## config.mk

```make
export PLATFORM = sky130hd
export DESIGN_NAME = hazard_ctrl_flat
export DESIGN_NICKNAME = d
export VERILOG_FILES = /design/src/rtl/hazard_ctrl_pkg.sv /design/src/rtl/hazard_ctrl_if.sv /design/src/rtl/hazard_ctrl_md_seq.sv /design/src/rtl/hazard_ctrl.sv /design/src/flat_wrapper.sv
export SDC_FILE = /design/constraint.sdc
export NUM_CORES = 1
export LEC_CHECK = 0
export BUFFER_PORTS_ARGS = -buffer_cell sky130_fd_sc_hd__buf_2
export CORE_MARGIN = 2
export CORE_UTILIZATION = 42
export CTS_CLUSTER_SIZE = 14
export DETAILED_ROUTE_END_ITERATION = 10
export PLACE_DENSITY = 0.75
export SYNTH_ARGS = -nofsm -noshare
export SYNTH_HDL_FRONTEND = slang
export SYNTH_SLANG_ARGS = --single-unit
```

## constraint.sdc

```tcl
create_clock -name clk -period 1.3 [get_ports clk]
set_clock_uncertainty 0.1 [all_clocks]
set_input_delay 0.13 -clock clk [delete_from_list [all_inputs] [get_ports clk]]
set_output_delay 0.13 -clock clk [all_outputs]
set_load 0.03 [all_outputs]
```

## src/rtl/hazard_ctrl_pkg.sv

```systemverilog
// Shared types and defaults for the PCPU hazard/interlock controller.
// Build option: HAZARD_PERF_CNT_EN adds load-use / MUL-DIV stall counters
// to hazard_ctrl.
package pcpu_hazard_pkg;

   // Default GPR address width (32 registers).
   localparam int REG_AW_DEF = 5;

   // Operand source select driven to the EX-stage operand muxes.
   typedef enum logic [1:0] {
      FWD_RF     = 2'd0,
      FWD_EXALU  = 2'd1,
      FWD_MEMALU = 2'd2,
      FWD_MEMLD  = 2'd3
   } fwd_sel_t;

   // MUL/DIV sequencer states.
   typedef enum logic [1:0] {
      IDLE = 2'd0,
      BUSY = 2'd1,
      DONE = 2'd2
   } md_state_t;

endpackage

```

## src/rtl/hazard_ctrl_if.sv

```systemverilog
// Pipeline-side bundle for hazard_ctrl: decoder/EX/MEM information in,
// interlock, flush and forwarding controls out.
interface hazard_ctrl_if #(
   parameter int REG_AW = pcpu_hazard_pkg::REG_AW_DEF
) ();
   logic [REG_AW-1:0] id_rs;
   logic [REG_AW-1:0] id_rt;
   logic              id_need_rs;
   logic              id_need_rt;
   logic              id_branch;
   logic              id_md_start;
   logic              id_hilo_rd;
   logic              ex_wreg;
   logic              ex_m2reg;
   logic [REG_AW-1:0] ex_rd;
   logic              mem_wreg;
   logic              mem_m2reg;
   logic [REG_AW-1:0] mem_rd;

   logic              wpcir;
   logic              bubble;
   logic              flush_ifid;
   logic [1:0]        fwd_a;
   logic [1:0]        fwd_b;
   logic              md_busy;
   logic              md_done;

   // Pipeline side: supplies stage information, consumes controls.
   modport master (
      output id_rs, id_rt, id_need_rs, id_need_rt, id_branch, id_md_start,
             id_hilo_rd, ex_wreg, ex_m2reg, ex_rd, mem_wreg, mem_m2reg, mem_rd,
      input  wpcir, bubble, flush_ifid, fwd_a, fwd_b, md_busy, md_done
   );

   // Controller side.
   modport slave (
      input  id_rs, id_rt, id_need_rs, id_need_rt, id_branch, id_md_start,
             id_hilo_rd, ex_wreg, ex_m2reg, ex_rd, mem_wreg, mem_m2reg, mem_rd,
      output wpcir, bubble, flush_ifid, fwd_a, fwd_b, md_busy, md_done
   );
endinterface

```

## src/rtl/hazard_ctrl_md_seq.sv

```systemverilog
// MUL/DIV sequencer: IDLE -> BUSY (MD_LAT-1 cycles) -> DONE (1 cycle).
// The md_done pulse lands MD_LAT cycles after the accepting edge.
module md_seq
   import pcpu_hazard_pkg::*;
#(
   parameter int MD_LAT = 32,
   parameter int CNT_W  = 8
) (
   input  logic clk,
   input  logic rst_n,
   input  logic start,
   output logic busy,
   output logic done,
   output logic active
);

   // Counter must hold MD_LAT-1 without wrapping; latency below 2 has no BUSY phase.
   if (MD_LAT < 2 || MD_LAT > (2**CNT_W) - 1) begin : g_bad_cfg
      $error("md_seq: MD_LAT must be in 2..2**CNT_W-1");
   end

   localparam logic [CNT_W-1:0] LOAD_VAL = CNT_W'(MD_LAT - 1);

   md_state_t        state, state_n;
   logic [CNT_W-1:0] cnt, cnt_n;

   // State and counter registers; reset abandons any operation in flight.
   always_ff @(posedge clk or negedge rst_n) begin
      // NOTE: sequential state is updated with non-blocking assignments only,
      // so every register samples the pre-edge values of its inputs.
      if (!rst_n) begin
         state <= IDLE;
         cnt   <= '0;
      end else begin
         state <= state_n;
         cnt   <= cnt_n;
      end
   end

   // Next state: BUSY counts down and hands off to DONE as the count reaches 0.
   always_comb begin
      // NOTE: every output of this block gets a default first, so no branch
      // can leave one unassigned and infer a latch.
      state_n = state;
      cnt_n   = cnt;
      unique case (state)
         IDLE: begin
            if (start) begin
               state_n = BUSY;
               cnt_n   = LOAD_VAL;
            end
         end
         BUSY: begin
            cnt_n = cnt - CNT_W'(1);
            if (cnt_n == '0) state_n = DONE;
         end
         DONE:    state_n = IDLE;
         default: state_n = IDLE;
      endcase
   end

   assign busy   = (state == BUSY);
   assign done   = (state == DONE);
   assign active = (state != IDLE);

endmodule

```

## src/rtl/hazard_ctrl.sv

```systemverilog
// Pipeline hazard and interlock controller for the 5-stage PCPU:
// operand forwarding, load-use stall, MUL/DIV interlock and branch flush.
// Build option: HAZARD_PERF_CNT_EN adds saturating stall counters
// perf_lu_cnt / perf_md_cnt.
module hazard_ctrl
   import pcpu_hazard_pkg::*;
#(
   parameter int REG_AW = REG_AW_DEF,
   parameter int MD_LAT = 32,
   parameter int CNT_W  = 8
) (
   input  logic         clk,
   input  logic         rst_n,
   hazard_ctrl_if.slave hif
`ifdef HAZARD_PERF_CNT_EN
   ,
   output logic [31:0]  perf_lu_cnt,
   output logic [31:0]  perf_md_cnt
`endif
);

   logic [REG_AW-1:0] rs, rt, ex_rd, mem_rd;
   fwd_sel_t          fwd_a, fwd_b;
   logic              lu, md_hz, stall;
   logic              md_active, md_start;

   assign rs     = hif.id_rs;
   assign rt     = hif.id_rt;
   assign ex_rd  = hif.ex_rd;
   assign mem_rd = hif.mem_rd;

   // Per-operand source select; EX beats MEM, r0 is never forwarded, and an
   // EX load cannot forward (its data does not exist yet).
   always_comb begin
      fwd_a = FWD_RF;
      if (hif.id_need_rs && hif.ex_wreg && !hif.ex_m2reg &&
          ex_rd == rs && ex_rd != '0)
         fwd_a = FWD_EXALU;
      else if (hif.id_need_rs && hif.mem_wreg && mem_rd == rs && mem_rd != '0)
         fwd_a = hif.mem_m2reg ? FWD_MEMLD : FWD_MEMALU;

      fwd_b = FWD_RF;
      if (hif.id_need_rt && hif.ex_wreg && !hif.ex_m2reg &&
          ex_rd == rt && ex_rd != '0)
         fwd_b = FWD_EXALU;
      else if (hif.id_need_rt && hif.mem_wreg && mem_rd == rt && mem_rd != '0)
         fwd_b = hif.mem_m2reg ? FWD_MEMLD : FWD_MEMALU;
   end

   // Stall sources: load in EX feeding ID, or MUL/DIV/HI-LO access while the
   // sequencer is not IDLE (DONE included, so mfhi never sees stale HI/LO).
   always_comb begin
      lu = hif.ex_wreg && hif.ex_m2reg && (ex_rd != '0) &&
           ((hif.id_need_rs && ex_rd == rs) || (hif.id_need_rt && ex_rd == rt));
      md_hz = md_active && (hif.id_md_start || hif.id_hilo_rd);
      stall = lu || md_hz;
   end

   // A stalled mult/div is not accepted; it starts on its retry cycle.
   assign md_start = hif.id_md_start && !stall;

   md_seq #(
      .MD_LAT (MD_LAT),
      .CNT_W  (CNT_W)
   ) u_md_seq (
      .clk    (clk),
      .rst_n  (rst_n),
      .start  (md_start),
      .busy   (hif.md_busy),
      .done   (hif.md_done),
      .active (md_active)
   );

   assign hif.wpcir      = !stall;
   assign hif.bubble     = stall;
   assign hif.flush_ifid = hif.id_branch && !stall;
   assign hif.fwd_a      = fwd_a;
   assign hif.fwd_b      = fwd_b;

`ifdef HAZARD_PERF_CNT_EN
   // Saturating stall-cycle counters; a cycle with both causes counts as load-use.
   always_ff @(posedge clk or negedge rst_n) begin
      if (!rst_n) begin
         perf_lu_cnt <= '0;
         perf_md_cnt <= '0;
      end else if (lu) begin
         if (perf_lu_cnt != 32'hFFFF_FFFF) perf_lu_cnt <= perf_lu_cnt + 32'd1;
      end else if (md_hz) begin
         if (perf_md_cnt != 32'hFFFF_FFFF) perf_md_cnt <= perf_md_cnt + 32'd1;
      end
   end
`endif

endmodule
```

## src/flat_wrapper.sv

```systemverilog
// flat-port wrapper written by rule: the top's interface ports become plain ports
module hazard_ctrl_flat import pcpu_hazard_pkg::*;
#(
   parameter int REG_AW = REG_AW_DEF,
   parameter int MD_LAT = 32,
   parameter int CNT_W  = 8
)
  (clk, rst_n, hif_id_rs, hif_id_rt, hif_id_need_rs, hif_id_need_rt, hif_id_branch, hif_id_md_start, hif_id_hilo_rd, hif_ex_wreg, hif_ex_m2reg, hif_ex_rd, hif_mem_wreg, hif_mem_m2reg, hif_mem_rd, hif_wpcir, hif_bubble, hif_flush_ifid, hif_fwd_a, hif_fwd_b, hif_md_busy, hif_md_done);
  hazard_ctrl_if #(.REG_AW(REG_AW)) hif_i ();
  input  logic clk;
  input  logic rst_n;
  input wire logic [$bits(hif_i.id_rs)-1:0] hif_id_rs;
  input wire logic [$bits(hif_i.id_rt)-1:0] hif_id_rt;
  input wire logic [$bits(hif_i.id_need_rs)-1:0] hif_id_need_rs;
  input wire logic [$bits(hif_i.id_need_rt)-1:0] hif_id_need_rt;
  input wire logic [$bits(hif_i.id_branch)-1:0] hif_id_branch;
  input wire logic [$bits(hif_i.id_md_start)-1:0] hif_id_md_start;
  input wire logic [$bits(hif_i.id_hilo_rd)-1:0] hif_id_hilo_rd;
  input wire logic [$bits(hif_i.ex_wreg)-1:0] hif_ex_wreg;
  input wire logic [$bits(hif_i.ex_m2reg)-1:0] hif_ex_m2reg;
  input wire logic [$bits(hif_i.ex_rd)-1:0] hif_ex_rd;
  input wire logic [$bits(hif_i.mem_wreg)-1:0] hif_mem_wreg;
  input wire logic [$bits(hif_i.mem_m2reg)-1:0] hif_mem_m2reg;
  input wire logic [$bits(hif_i.mem_rd)-1:0] hif_mem_rd;
  output wire logic [$bits(hif_i.wpcir)-1:0] hif_wpcir;
  output wire logic [$bits(hif_i.bubble)-1:0] hif_bubble;
  output wire logic [$bits(hif_i.flush_ifid)-1:0] hif_flush_ifid;
  output wire logic [$bits(hif_i.fwd_a)-1:0] hif_fwd_a;
  output wire logic [$bits(hif_i.fwd_b)-1:0] hif_fwd_b;
  output wire logic [$bits(hif_i.md_busy)-1:0] hif_md_busy;
  output wire logic [$bits(hif_i.md_done)-1:0] hif_md_done;
  assign hif_i.id_rs = hif_id_rs;
  assign hif_i.id_rt = hif_id_rt;
  assign hif_i.id_need_rs = hif_id_need_rs;
  assign hif_i.id_need_rt = hif_id_need_rt;
  assign hif_i.id_branch = hif_id_branch;
  assign hif_i.id_md_start = hif_id_md_start;
  assign hif_i.id_hilo_rd = hif_id_hilo_rd;
  assign hif_i.ex_wreg = hif_ex_wreg;
  assign hif_i.ex_m2reg = hif_ex_m2reg;
  assign hif_i.ex_rd = hif_ex_rd;
  assign hif_i.mem_wreg = hif_mem_wreg;
  assign hif_i.mem_m2reg = hif_mem_m2reg;
  assign hif_i.mem_rd = hif_mem_rd;
  assign hif_wpcir = hif_i.wpcir;
  assign hif_bubble = hif_i.bubble;
  assign hif_flush_ifid = hif_i.flush_ifid;
  assign hif_fwd_a = hif_i.fwd_a;
  assign hif_fwd_b = hif_i.fwd_b;
  assign hif_md_busy = hif_i.md_busy;
  assign hif_md_done = hif_i.md_done;
  hazard_ctrl #(.REG_AW(REG_AW), .MD_LAT(MD_LAT), .CNT_W(CNT_W)) u_core (.clk(clk), .rst_n(rst_n), .hif(hif_i));
endmodule
```

* After elaboration in Yosys (flattened, before gate mapping) *
Index checks and enable logic that the tools add are counted.

word-level totals
  flip-flop bits (word level) = 10
  logic and storage cells = 56
  input bits = 31

operators by class
  reduce and logical (&&, ||, !) cells = 35
  equal/unequal tests = 8
  muxes and demuxes = 10
  add/sub/neg operators = 1

operators by type and width
  kind                   number
  $logic_and A1 B1 Y1    22
  $eq A5 B5 Y1           4
  $pmux W8 S2            1
  $mux W2                6
  $reduce_bool A5 Y1     2
  $logic_not A8 Y1       1
  $mux W8                1
  $sub A8 B1 Y8 const B  1
  $ne A2 B1 Y1 const B   2
  $pmux W2 S2            1
  $reduce_and A2 Y1      2
  $reduce_bool A2 Y1     2
  $logic_or A1 B1 Y1     3
  $eq A2 B1 Y1 const B   1
  $eq A2 B2 Y1 const B   1
  $logic_not A1 Y1       2
  $logic_not A2 Y1       1
  $mux W1                1

* Depth between registers and ports, before layout *
Gate-level depths: netlist of the first run.

  word-level depth = 9
  depth in mapped cells = 7
  depth with buffers taken out = 7

* Cells and area by module *
From an unflattened synthesis of the first run, not the netlist that was laid out.

unflattened totals
  cell total of the unflattened synthesis = 107
  area, all modules = 912.1 um2

modules (own cells, without submodules)
  module       cells each  area each (um2)  instances  sequential area each (um2)
  md_seq       59          561.8            1          250.2
  hazard_ctrl  48          350.3            1          0.0

* Least setup slack after synthesis of the first run *
Ideal clock, no wire load.

  path type = input -> output
  start point = input port hif_ex_rd[0]
  end point = output port hif_flush_ifid
  stages = 5
  arrival time = 1763 ps
  data required time = 1070 ps
  slack = -693 ps
  buffers on the path = 0
  cell sequence = or4_1 o21ai_2 a211oi_2 nor2_1 and2_1

between the ends
  word-level cells in the longest chain between the ends = 7
  elaborated cells between the ends (all ways) = 11

RTL lines
  what                   RTL line            text
  start: declaration     flat_wrapper.sv:21  input wire logic [$bits(hif_i.ex_rd)-1:0] hif_ex_rd;
  $eq A5 B5 Y1           hazard_ctrl.sv:54   ((hif.id_need_rs && ex_rd == rs) || (hif.id_need_rt && ex_rd == rt));
  $logic_and A1 B1 Y1    hazard_ctrl.sv:54
  $logic_or A1 B1 Y1     hazard_ctrl.sv:54
  $logic_and A1 B1 Y1 *  hazard_ctrl.sv:53   lu = hif.ex_wreg && hif.ex_m2reg && (ex_rd != '0) &&
  $logic_or A1 B1 Y1 *   hazard_ctrl.sv:56   stall = lu || md_hz;
  $logic_not A1 Y1 *     n/a
  net hif_wpcir          flat_wrapper.sv:25  output wire logic [$bits(hif_i.wpcir)-1:0] hif_wpcir;
  $logic_and A1 B1 Y1 *  hazard_ctrl.sv:76   assign hif.flush_ifid = hif.id_branch && !stall;
  end: declaration       flat_wrapper.sv:27  output wire logic [$bits(hif_i.flush_ifid)-1:0] hif_flush_ifid;

Mark *: on every way through the listed nets, which the timed path passes. The rest lies on a longest branch.

* Worst setup path after layout of the first run *
  start point = input port hif_id_rs[0]
  end point = output port hif_flush_ifid

between the ends
  word-level cells in the longest chain between the ends = 7

RTL lines
  what                 RTL line            text
  start: declaration   flat_wrapper.sv:12  input wire logic [$bits(hif_i.id_rs)-1:0] hif_id_rs;
  $eq A5 B5 Y1         hazard_ctrl.sv:54
  $logic_and A1 B1 Y1  hazard_ctrl.sv:54
  $logic_or A1 B1 Y1   hazard_ctrl.sv:54
  $logic_and A1 B1 Y1  hazard_ctrl.sv:53
  $logic_or A1 B1 Y1   hazard_ctrl.sv:56
  $logic_not A1 Y1     hazard_ctrl.sv:76
  $logic_and A1 B1 Y1  hazard_ctrl.sv:76

Every way passes these cells.

==> summary.md, run 1 <==
| Metric | Value |
|---|---|
| Synth Area in Compound Gates | `0.124` |
| Die Y | `50.4 um` |
| Post-synth EDFFs | `0` |
| Mapped Avg Cell Area | `7.95 sq um` |
| Crit start category | `input port` |
| Post-synthesis adder-cell area fraction | `0.0276` |
| Critical path start-end classification | `input port to primary output` |
| Inserted Diodes | `0` |
| RSZ-0062 raised after global routing | `yes` |
| Mapped Cells | `114` |
| Simple-Gate Fraction of Synth Area | `0.301` |
| Rel. slew slack | `0.754` |
| Via count | `1322` |
| Worst R2R Start | `u_core.u_md_seq.cnt[2]$_DFFE_PN0P_` |
| Max Cap Viol | `0` |
| Pre-CTS WS | `-0.542 ns` |
| CTS max path bufs | `2` |
| Crit path capture type | `primary output` |
| XOR/XNOR Fraction of Synth Area | `0.213` |
| Cts bufs inserted | `3` |
| Status | `finished with violations` |
| Final period utilization | `1.40` |
| # IOs | `40` |
| Setup ws final | `-0.523 ns` |
| Hold Crit Class | `input port to asynchronous set/reset pin` |
| DRT Pass-1 Iters | `4` |
| Fin. max-slew vios | `0` |
| Async SR Flop Fraction | `1.00` |
| Share of layout cells above drive strength 1 | `0.667` |
| Placed wire-length estimate | `2410 um` |
| Syn_nets | `147` |
| # setup viols final | `19` |
| Syn-to-layout area delta | `102%` |
| Vias in the first global route | `1307` |
| Most frequent cells in the layout | `buf_4, buf_2, buf_6` |
| Peak VDD IR | `1780 uV` |
| Root buffer cell | `clkbuf_4` |
| Mapped Area | `906 sq um` |
| Maximum number of pins on one net before global-route repair | `11` |
| Clock net sink count | `10` |
| Worst slew pin tran | `0.367 ns` |
| Setup_tns | `-6.94 ns` |
| CTS tree | `done` |
| DR WL/cell | `21.0 um` |
| Core Area | `0.00200 sq mm` |
| Initial antenna violation count | `0` |
| Post-DR vias/cell | `5.95` |
| Largest family of logic cells by synthesized area | `simple AND/OR/NAND/NOR gates` |
| Final hold viol count | `0` |
| Die area | `0.00254 sq mm` |
| CTS clock-pin slew for the worst setup and hold paths | `0.09 ns` |
| R2R Setup Slk | `-0.28 ns` |
| Later-pin clock latency in the skew report | `0.29 ns` |
| Worst-path maximum fanout | `3` |
| Crit path DAT | `1.59 ns` |
| Leakage | `0.841 nW` |
| Cells after DPL | `208` |
| Hold slack final | `0.154 ns` |
| H-Tree Level Count | `1` |
| Final GP Congestion | `0.820` |
| WL final | `4660 um` |
| Row Count | `16` |
| WP data required | `1.07 ns` |
| DRC | `0` |
| Initial DRC Count | `62` |
| R2R depth | `7` |
| Synth Register Bits | `10` |
| Yosys warnings | `0` |
| Top_reg_cell synth | `dfrtp_1` |
| I/O Buffers | `39` |
| Fin crit period | `1.82 ns` |
| Fmax | `0.549 GHz` |
| Finished Layout Cells | `222` |
| # fillers | `76` |
| Global-route usage over all layers | `0.327` |
| Starting Density | `0.453` |
| Distinct cells, synth | `31` |
| Nets | `229` |
| Pwr dens | `1590 mW/mm^2` |
| Failing checks | `setup timing` |
| ANT nets after route | `0` |
| Critical register-to-register path endpoint | `u_core.u_md_seq.state[0]$_DFFE_PN0P_` |
| Remaining Overflow, GRT | `0` |
| Commonest non-fill, non-tap cell in the layout | `buf_4` |
| Seq/Total Area, Yosys | `0.276` |
| Global-route wire length before repair | `6120 um` |
| Post-synthesis mux area share | `0.0235` |
| Die X | `50.4 um` |
==> worst max-delay path, cell delays in order <==
cell and delay (ns):
buf_6 0.09, xor2_1 0.16, nor4_1 0.32, nand3_1 0.20
a211oi_4 0.35, nor2_4 0.06, and2_4 0.14, buf_6 0.13
==> repair_timing <==
action / CTS / global route
gates resized for setup: 53 / 25
setup buffers: 5 / 6
endpoints found under the setup margin: 19 / 19
hold buffers: 1 / 0
endpoints found under the hold margin: 10 / 0
gates cloned: 0 / 0
pin swaps: 20 / 16
==> how the worst max path moves through the flow <==
stage                            start        endpoint  slack [ns]  cells past startpoint
after global placement    hif_id_rt[1]  hif_flush_ifid       -0.54                      9
after detailed placement  hif_id_rt[1]  hif_flush_ifid       -0.54                      9
after CTS                 hif_id_rs[0]  hif_flush_ifid       -0.47                      9
after global routing      hif_id_rs[0]    hif_fwd_a[0]       -0.59                      8
final                     hif_id_rs[0]  hif_flush_ifid       -0.52                      8
after floorplan           hif_id_rt[1]      hif_bubble       -0.29                      6
==> routing by layer <==
layer	share of wire	GRT usage
met1	0.35	0.326
met2	0.51	0.627
met3	0.090	0.0774
met4	0.055	0.149
met5	0	0
==> synth_stat cells (2+ instances only) <==
master,count,area share
a211o_1,2,0.019
a21o_1,3,0.025
a21oi_1,4,0.022
clkbuf_1,2,0.0083
dfrtp_1,10,0.28
ha_1,2,0.028
inv_1,5,0.021
nand2_1,4,0.017
nand2b_1,2,0.014
nand3_1,6,0.033
nor2_1,18,0.075
nor3_1,10,0.055
nor4_1,5,0.035
o21ai_0,3,0.017
or4_1,2,0.017
xnor2_1,6,0.058
xor2_1,16,0.15
==> final cells by class <==
| cell class | count | area, sq um | area share |
|---|---|---|---|
| sequential | 10 | 254 | 0.139 |
| inverter | 5 | 21.3 | 0.0116 |
| timing repair buffer | 80 | 622 | 0.339 |
| tap | 27 | 33.8 | 0.0184 |
| multi-input combinational | 96 | 866 | 0.472 |
| clock buffer | 4 | 36.3 | 0.0198 |
==> through the flow <==
step,power (W),util,instance area (sq um)
3_5_place_dp,0.00176,0.707,1420
3_3_place_gp,0.00168,0.707,1420
5_1_grt,0.00304,0.916,1830
2_1_floorplan,0.00123,-,976
6_report,0.00291,0.916,1830
4_1_cts,0.00247,0.853,1710
==> state kept, by name (all words and copies together) (netlist names) <==
name	count
u_core.u_md_seq.state	2
u_core.u_md_seq.cnt	8
==> logic make-up after synthesis <==
logic type               count (synthesis)
AO/OA/AOI/OAI                           16
XOR/XNOR                                22
adder cells (fa/ha/maj)                  2
buffers and inverters                    8
flip-flops                              10
multiplexers                             2
AND/OR/NAND/NOR                         54
==> power by group <==
group / total (W) / switching [W] / internal (W)
Clock: 0.000306 / 0.000136 / 0.000170
Sequential: 0.000614 / 0.000158 / 0.000455
Combinational: 0.00199 / 0.000999 / 0.000991
(Power assumes the default switching activity.)
==> inputs of run 2 (changes only) <==
--- a/config.mk
+++ b/config.mk
@@ -7,10 +7,12 @@
 export LEC_CHECK = 0
 export BUFFER_PORTS_ARGS = -buffer_cell sky130_fd_sc_hd__buf_2
 export CORE_MARGIN = 2
-export CORE_UTILIZATION = 42
+export CORE_UTILIZATION = 44
+export CTS_BUF_LIST = sky130_fd_sc_hd__clkbuf_4
 export CTS_CLUSTER_SIZE = 14
 export DETAILED_ROUTE_END_ITERATION = 10
-export PLACE_DENSITY = 0.75
+export PLACE_DENSITY = 0.78
 export SYNTH_ARGS = -nofsm -noshare
 export SYNTH_HDL_FRONTEND = slang
+export SYNTH_HIERARCHICAL = 1
 export SYNTH_SLANG_ARGS = --single-unit
==> summary.md, run 2 <==
| Metric | Value |
|---|---|
| Status | `aborted with a tool error` |
| Last stage | `5_1_grt` |
| Run Error | `[ERROR DPL-0033] detailed placement checks failed during check placement.` |
| Syn_nets | `140` |
| Row Count | `16` |
| Top_reg_cell synth | `dfrtp_1` |
| H-Tree Level Count | `1` |
| Simple-Gate Fraction of Synth Area | `0.257` |
| Root buffer cell | `clkbuf_4` |
| Die X | `49.5 um` |
| Distinct cells, synth | `36` |
| Post-synthesis adder-cell area fraction | `0.0274` |
| Post-synthesis mux area share | `0` |
| Die Y | `49.5 um` |
| Yosys warnings | `6` |
| Share of the synthesized area in the top cell type | `0.274` |
| Async SR Flop Fraction | `1.00` |
| Largest family of logic cells by synthesized area | `simple AND/OR/NAND/NOR gates` |
| XOR/XNOR Fraction of Synth Area | `0.211` |
| Post-synth EDFFs | `0` |
| Mapped Area | `912 sq um` |
| Synth area leader | `dfrtp_1` |
| Maximum number of pins on one net before global-route repair | `11` |
| Most common cell in the netlist | `xor2_1` |
| I/O Buffers | `39` |
| Synth area leaders | `dfrtp_1, xor2_1, xnor2_1` |
| Grt repair worst endpoint | `hif_bubble` |
| CTS max path bufs | `2` |
| Worst ep type | `top-level output` |
| Mapped Avg Cell Area | `8.52 sq um` |
| Synth Area in Compound Gates | `0.193` |
| Placed wire-length estimate | `2440 um` |
| # IOs | `40` |
| Initial antenna violation count | `0` |
| Starting Density | `0.465` |
| Final GP Congestion | `0.927` |
| Mapped Cells | `107` |
| Synth cell count leaders | `xor2_1, dfrtp_1, nor2_1` |
| Seq/Total Area, Yosys | `0.274` |
| Clock net sink count | `10` |
| Cts bufs inserted | `3` |
| Synth Register Bits | `10` |
-- run 2: cell count changes after synthesis, moves of 2 or more --
cell	change
a211o_1	-2
or2_2	+2
nor2_1	-11
nor3_1	-4
o41ai_1	+3
a31oi_1	+3
nor3b_1	+2
-- run 2: through the flow --
stage / worst slack, ns / area, sq um / utilization / instances
after global placement: -0.575 / 1480 / 0.752 / 207
after floorplan: -0.398 / 991 / - / 107
after CTS: -0.474 / 1700 / 0.869 / 216
after detailed placement: -0.630 / 1480 / 0.752 / 207
-- run 2: cell families after synthesis --
logic type | count (synthesis)
flip-flops | 10
AO/OA/AOI/OAI | 25
AND/OR/NAND/NOR | 41
XOR/XNOR | 22
adder cells (fa/ha/maj) | 2
buffers and inverters | 7
-- run 2: timing repair --
action / CTS
buffers inserted: 7
setup endpoints to repair: 19
endpoints found under the hold margin: 10
resized for setup: 42
hold buffers: 1
pin swaps: 16
==> inputs of run 3 (changes only) <==
--- a/config.mk
+++ b/config.mk
@@ -6,12 +6,10 @@
 export NUM_CORES = 1
 export LEC_CHECK = 0
 export BUFFER_PORTS_ARGS = -buffer_cell sky130_fd_sc_hd__buf_2
-export CORE_MARGIN = 2
-export CORE_UTILIZATION = 44
-export CTS_BUF_LIST = sky130_fd_sc_hd__clkbuf_4
-export CTS_CLUSTER_SIZE = 14
+export CORE_AREA = 2 2 63 65
 export DETAILED_ROUTE_END_ITERATION = 10
-export PLACE_DENSITY = 0.78
+export DIE_AREA = 0 0 65 67
+export PLACE_DENSITY_LB_ADDON = 0.15
 export SYNTH_ARGS = -nofsm -noshare
 export SYNTH_HDL_FRONTEND = slang
 export SYNTH_HIERARCHICAL = 1
==> constraint.sdc (replaced) <==
create_clock -name clk -period 1.69 [get_ports clk]
set_clock_uncertainty 0.1 [all_clocks]
set_input_delay 0.169 -clock clk [delete_from_list [all_inputs] [get_ports clk]]
set_output_delay 0.169 -clock clk [all_outputs]
set_load 0.03 [all_outputs]
==> summary.md, run 3 <==
| Metric | Value |
|---|---|
| Status | `finished with violations` |
| Failing checks | `setup timing` |
| Commonest non-fill, non-tap cell in the layout | `buf_4` |
| Sw frac | `0.427` |
| Die area | `0.00436 sq mm` |
| Final Cell Area | `0.00172 sq mm` |
| Initial DRC Count | `18` |
| Hold slack final | `0.237 ns` |
| Initial antenna violation count | `0` |
| Clock Power Share | `0.124` |
| Setup ws final | `-0.128 ns` |
| Distinct cells, synth | `36` |
| Inserted Diodes | `0` |
| Fin crit period | `1.82 ns` |
| Global-route usage over all layers | `0.144` |
| Synth area leaders | `dfrtp_1, xor2_1, xnor2_1` |
| Max Cap Viol | `0` |
| Yosys warnings | `6` |
| Synth area leader | `dfrtp_1` |
| # IOs | `40` |
| Simple-Gate Fraction of Synth Area | `0.257` |
| DRC | `0` |
| Nets | `212` |
| Synth Area in Compound Gates | `0.193` |
| Crit start category | `input port` |
| Synth cell count leaders | `xor2_1, dfrtp_1, nor2_1` |
| Internal Pwr Total | `0.00110 W` |
| Mapped Area | `912 sq um` |
| Core Area | `0.00361 sq mm` |
| Critical path start-end classification | `input port to primary output` |
| Clock net sink count | `10` |
| Post-synth EDFFs | `0` |
| Largest registers | `u_core/u_md_seq/cnt (8), u_core/u_md_seq/state (2)` |
| Most flops, register | `u_core/u_md_seq/cnt` |
| Placed wire-length estimate | `2240 um` |
| WL final | `3000 um` |
| Starting Density | `0.253` |
| Final period utilization | `1.08` |
| H-Tree Level Count | `1` |
| Share of layout cells above drive strength 1 | `0.638` |
| Rel. slew slack | `0.746` |
| # setup viols final | `17` |
| Row Count | `22` |
| Peak VDD IR | `659 uV` |
| Worst-path maximum fanout | `3` |
| # fillers | `349` |
| DRT Pass-1 Iters | `4` |
| ANT nets after route | `0` |
| Syn-to-layout area delta | `88.8%` |
| Remaining Overflow, GRT | `0` |
| Psw | `0.000822 W` |
| Area of the multi-input gates | `840 sq um` |
| RSZ-0062 raised after global routing | `yes` |
| Mapped Cells | `107` |
| Reg area | `251 sq um` |
| Top_reg_cell synth | `dfrtp_1` |
| Share of the synthesized area in the top cell type | `0.274` |
| Later-pin clock latency in the skew report | `0.23 ns` |
| Die X | `65 um` |
| Combinational share of power | `0.632` |
| Final hold viol count | `0` |
| Most common cell in the netlist | `xor2_1` |
| Fin. max-slew vios | `0` |
| Cts bufs inserted | `3` |
| Post-DP Area | `0.00140 sq mm` |
| Crit path capture type | `primary output` |
| Sequential power share | `0.244` |
| I/O Buffers | `39` |
| CTS tree | `done` |
| XOR/XNOR Fraction of Synth Area | `0.211` |
| Max reg flops | `8` |
| Fmax | `0.550 GHz` |
| Root buffer cell | `clkbuf_8` |
| Seq/Total Area, Yosys | `0.274` |
| Global-route wire length before repair | `4850 um` |
| Via count | `1078` |
| Most frequent cells in the layout | `buf_4, buf_2, xor2_1` |
| Syn_nets | `140` |
| Die Y | `67 um` |
| Crit path DAT | `1.55 ns` |
| CTS max path bufs | `2` |
| Maximum number of pins on one net before global-route repair | `11` |
| Mapped Avg Cell Area | `8.52 sq um` |
| Leakage | `0.758 nW` |
| CTS clock-pin slew for the worst setup and hold paths | `0.04 ns` |
| WP data required | `1.42 ns` |
| DR WL/cell | `13.3 um` |
| Post-DR vias/cell | `4.79` |
| Hold Crit Class | `input port to asynchronous set/reset pin` |
| Synth Register Bits | `10` |
| Final GP Congestion | `0.789` |
| Async SR Flop Fraction | `1.00` |
| Vias in the first global route | `1073` |
| Largest family of logic cells by synthesized area | `simple AND/OR/NAND/NOR gates` |
| Post-synthesis adder-cell area fraction | `0.0274` |
| Post-synthesis mux area share | `0` |
| Worst slew pin tran | `0.376 ns` |
| Pwr dens | `1120 mW/mm^2` |
==> run 3: cell counts after synthesis <==
No cell type changed its count.
==> run 3: stage by stage <==
stage | instances | TNS, ns | utilization | power, W | setup slack [ns]
finish | 225 | -1.23 | 0.477 | 0.00192 | -0.128
global route | 225 | -2.44 | 0.477 | 0.00207 | -0.200
CTS | 225 | -1.37 | 0.444 | 0.00179 | -0.151
detailed placement | 218 | -3.50 | 0.388 | 0.00140 | -0.344
global placement | 218 | -3.27 | 0.388 | 0.00139 | -0.321
floorplan | 107 | -0.166 | - | 0.00103 | -0.0806
==> run 3: what timing repair did <==
item / CTS / global route
endpoints found under the setup margin: 16 / 17
hold buffers: 1 / 0
endpoints found under the hold margin: 10 / 0
pin swaps: 15 / 15
buffers inserted: 3 / 0
resized for setup: 31 / 26
==> run 3: logic make-up after synthesis <==
logic type,count (synthesis)
compound gates,25
xor+xnor,22
fa+ha+maj,2
buf+inv,7
flops,10
simple gates,41
==> run 3: layout make-up <==
| type | instances | area share |
|---|---|---|
| clock buffer | 3 | 0.0240 |
| inverter | 5 | 0.0109 |
| multi-input combinational | 90 | 0.488 |
| sequential | 10 | 0.146 |
| tap | 48 | 0.0349 |
| timing repair buffer | 69 | 0.297 |
==> run 3: metal layers <==
layer | GRT usage | vias to the layer above | wire [um]
li1 | - | 535 | -
met1 | 0.175 | 513 | 1350
met2 | 0.255 | 30 | 1510
met3 | 0.0355 | 0 | 147
met4 | 0.0293 | 0 | 0
met5 | 0 | - | 0
==> run 3: worst paths after layout <==
check	end	slack [ns]	startpoint	depth (start not counted)
setup / recovery	hif_bubble	-0.13	hif_id_rs[3]	8
hold / removal	u_core/u_md_seq/cnt[1]$_DFFE_PN0P_	0.24	rst_n	2
setup reg to reg	u_core/u_md_seq/state[0]$_DFFE_PN0P_	-0.10	u_core/u_md_seq/cnt[1]$_DFFE_PN0P_	4
hold reg to reg	u_core/u_md_seq/cnt[5]$_DFFE_PN0P_	0.41	u_core/u_md_seq/cnt[5]$_DFFE_PN0P_	1
max in group asynchronous	u_core/u_md_seq/cnt[0]$_DFFE_PN0P_	1.04	rst_n	2
min in group clk	u_core/u_md_seq/cnt[5]$_DFFE_PN0P_	0.41	u_core/u_md_seq/cnt[5]$_DFFE_PN0P_	1
==> run 3: worst max-delay path, cell delays in order <==
cell	delay (ns)
buf_8	0.10
xor2_2	0.16
nor4_2	0.25
nand3_1	0.16
a211oi_2	0.29
buf_4	0.17
nand2b_4	0.11
buf_6	0.12
==> run 3: power by group through the flow <==
stage          clock, W  combinational, W  sequential, W
3_3_place_gp          0          0.000937       0.000454
3_5_place_dp          0          0.000942       0.000458
4_1_cts        0.000249           0.00109       0.000452
2_1_floorplan         0          0.000575       0.000452
5_1_grt        0.000267           0.00132       0.000484
6_report       0.000239           0.00122       0.000469
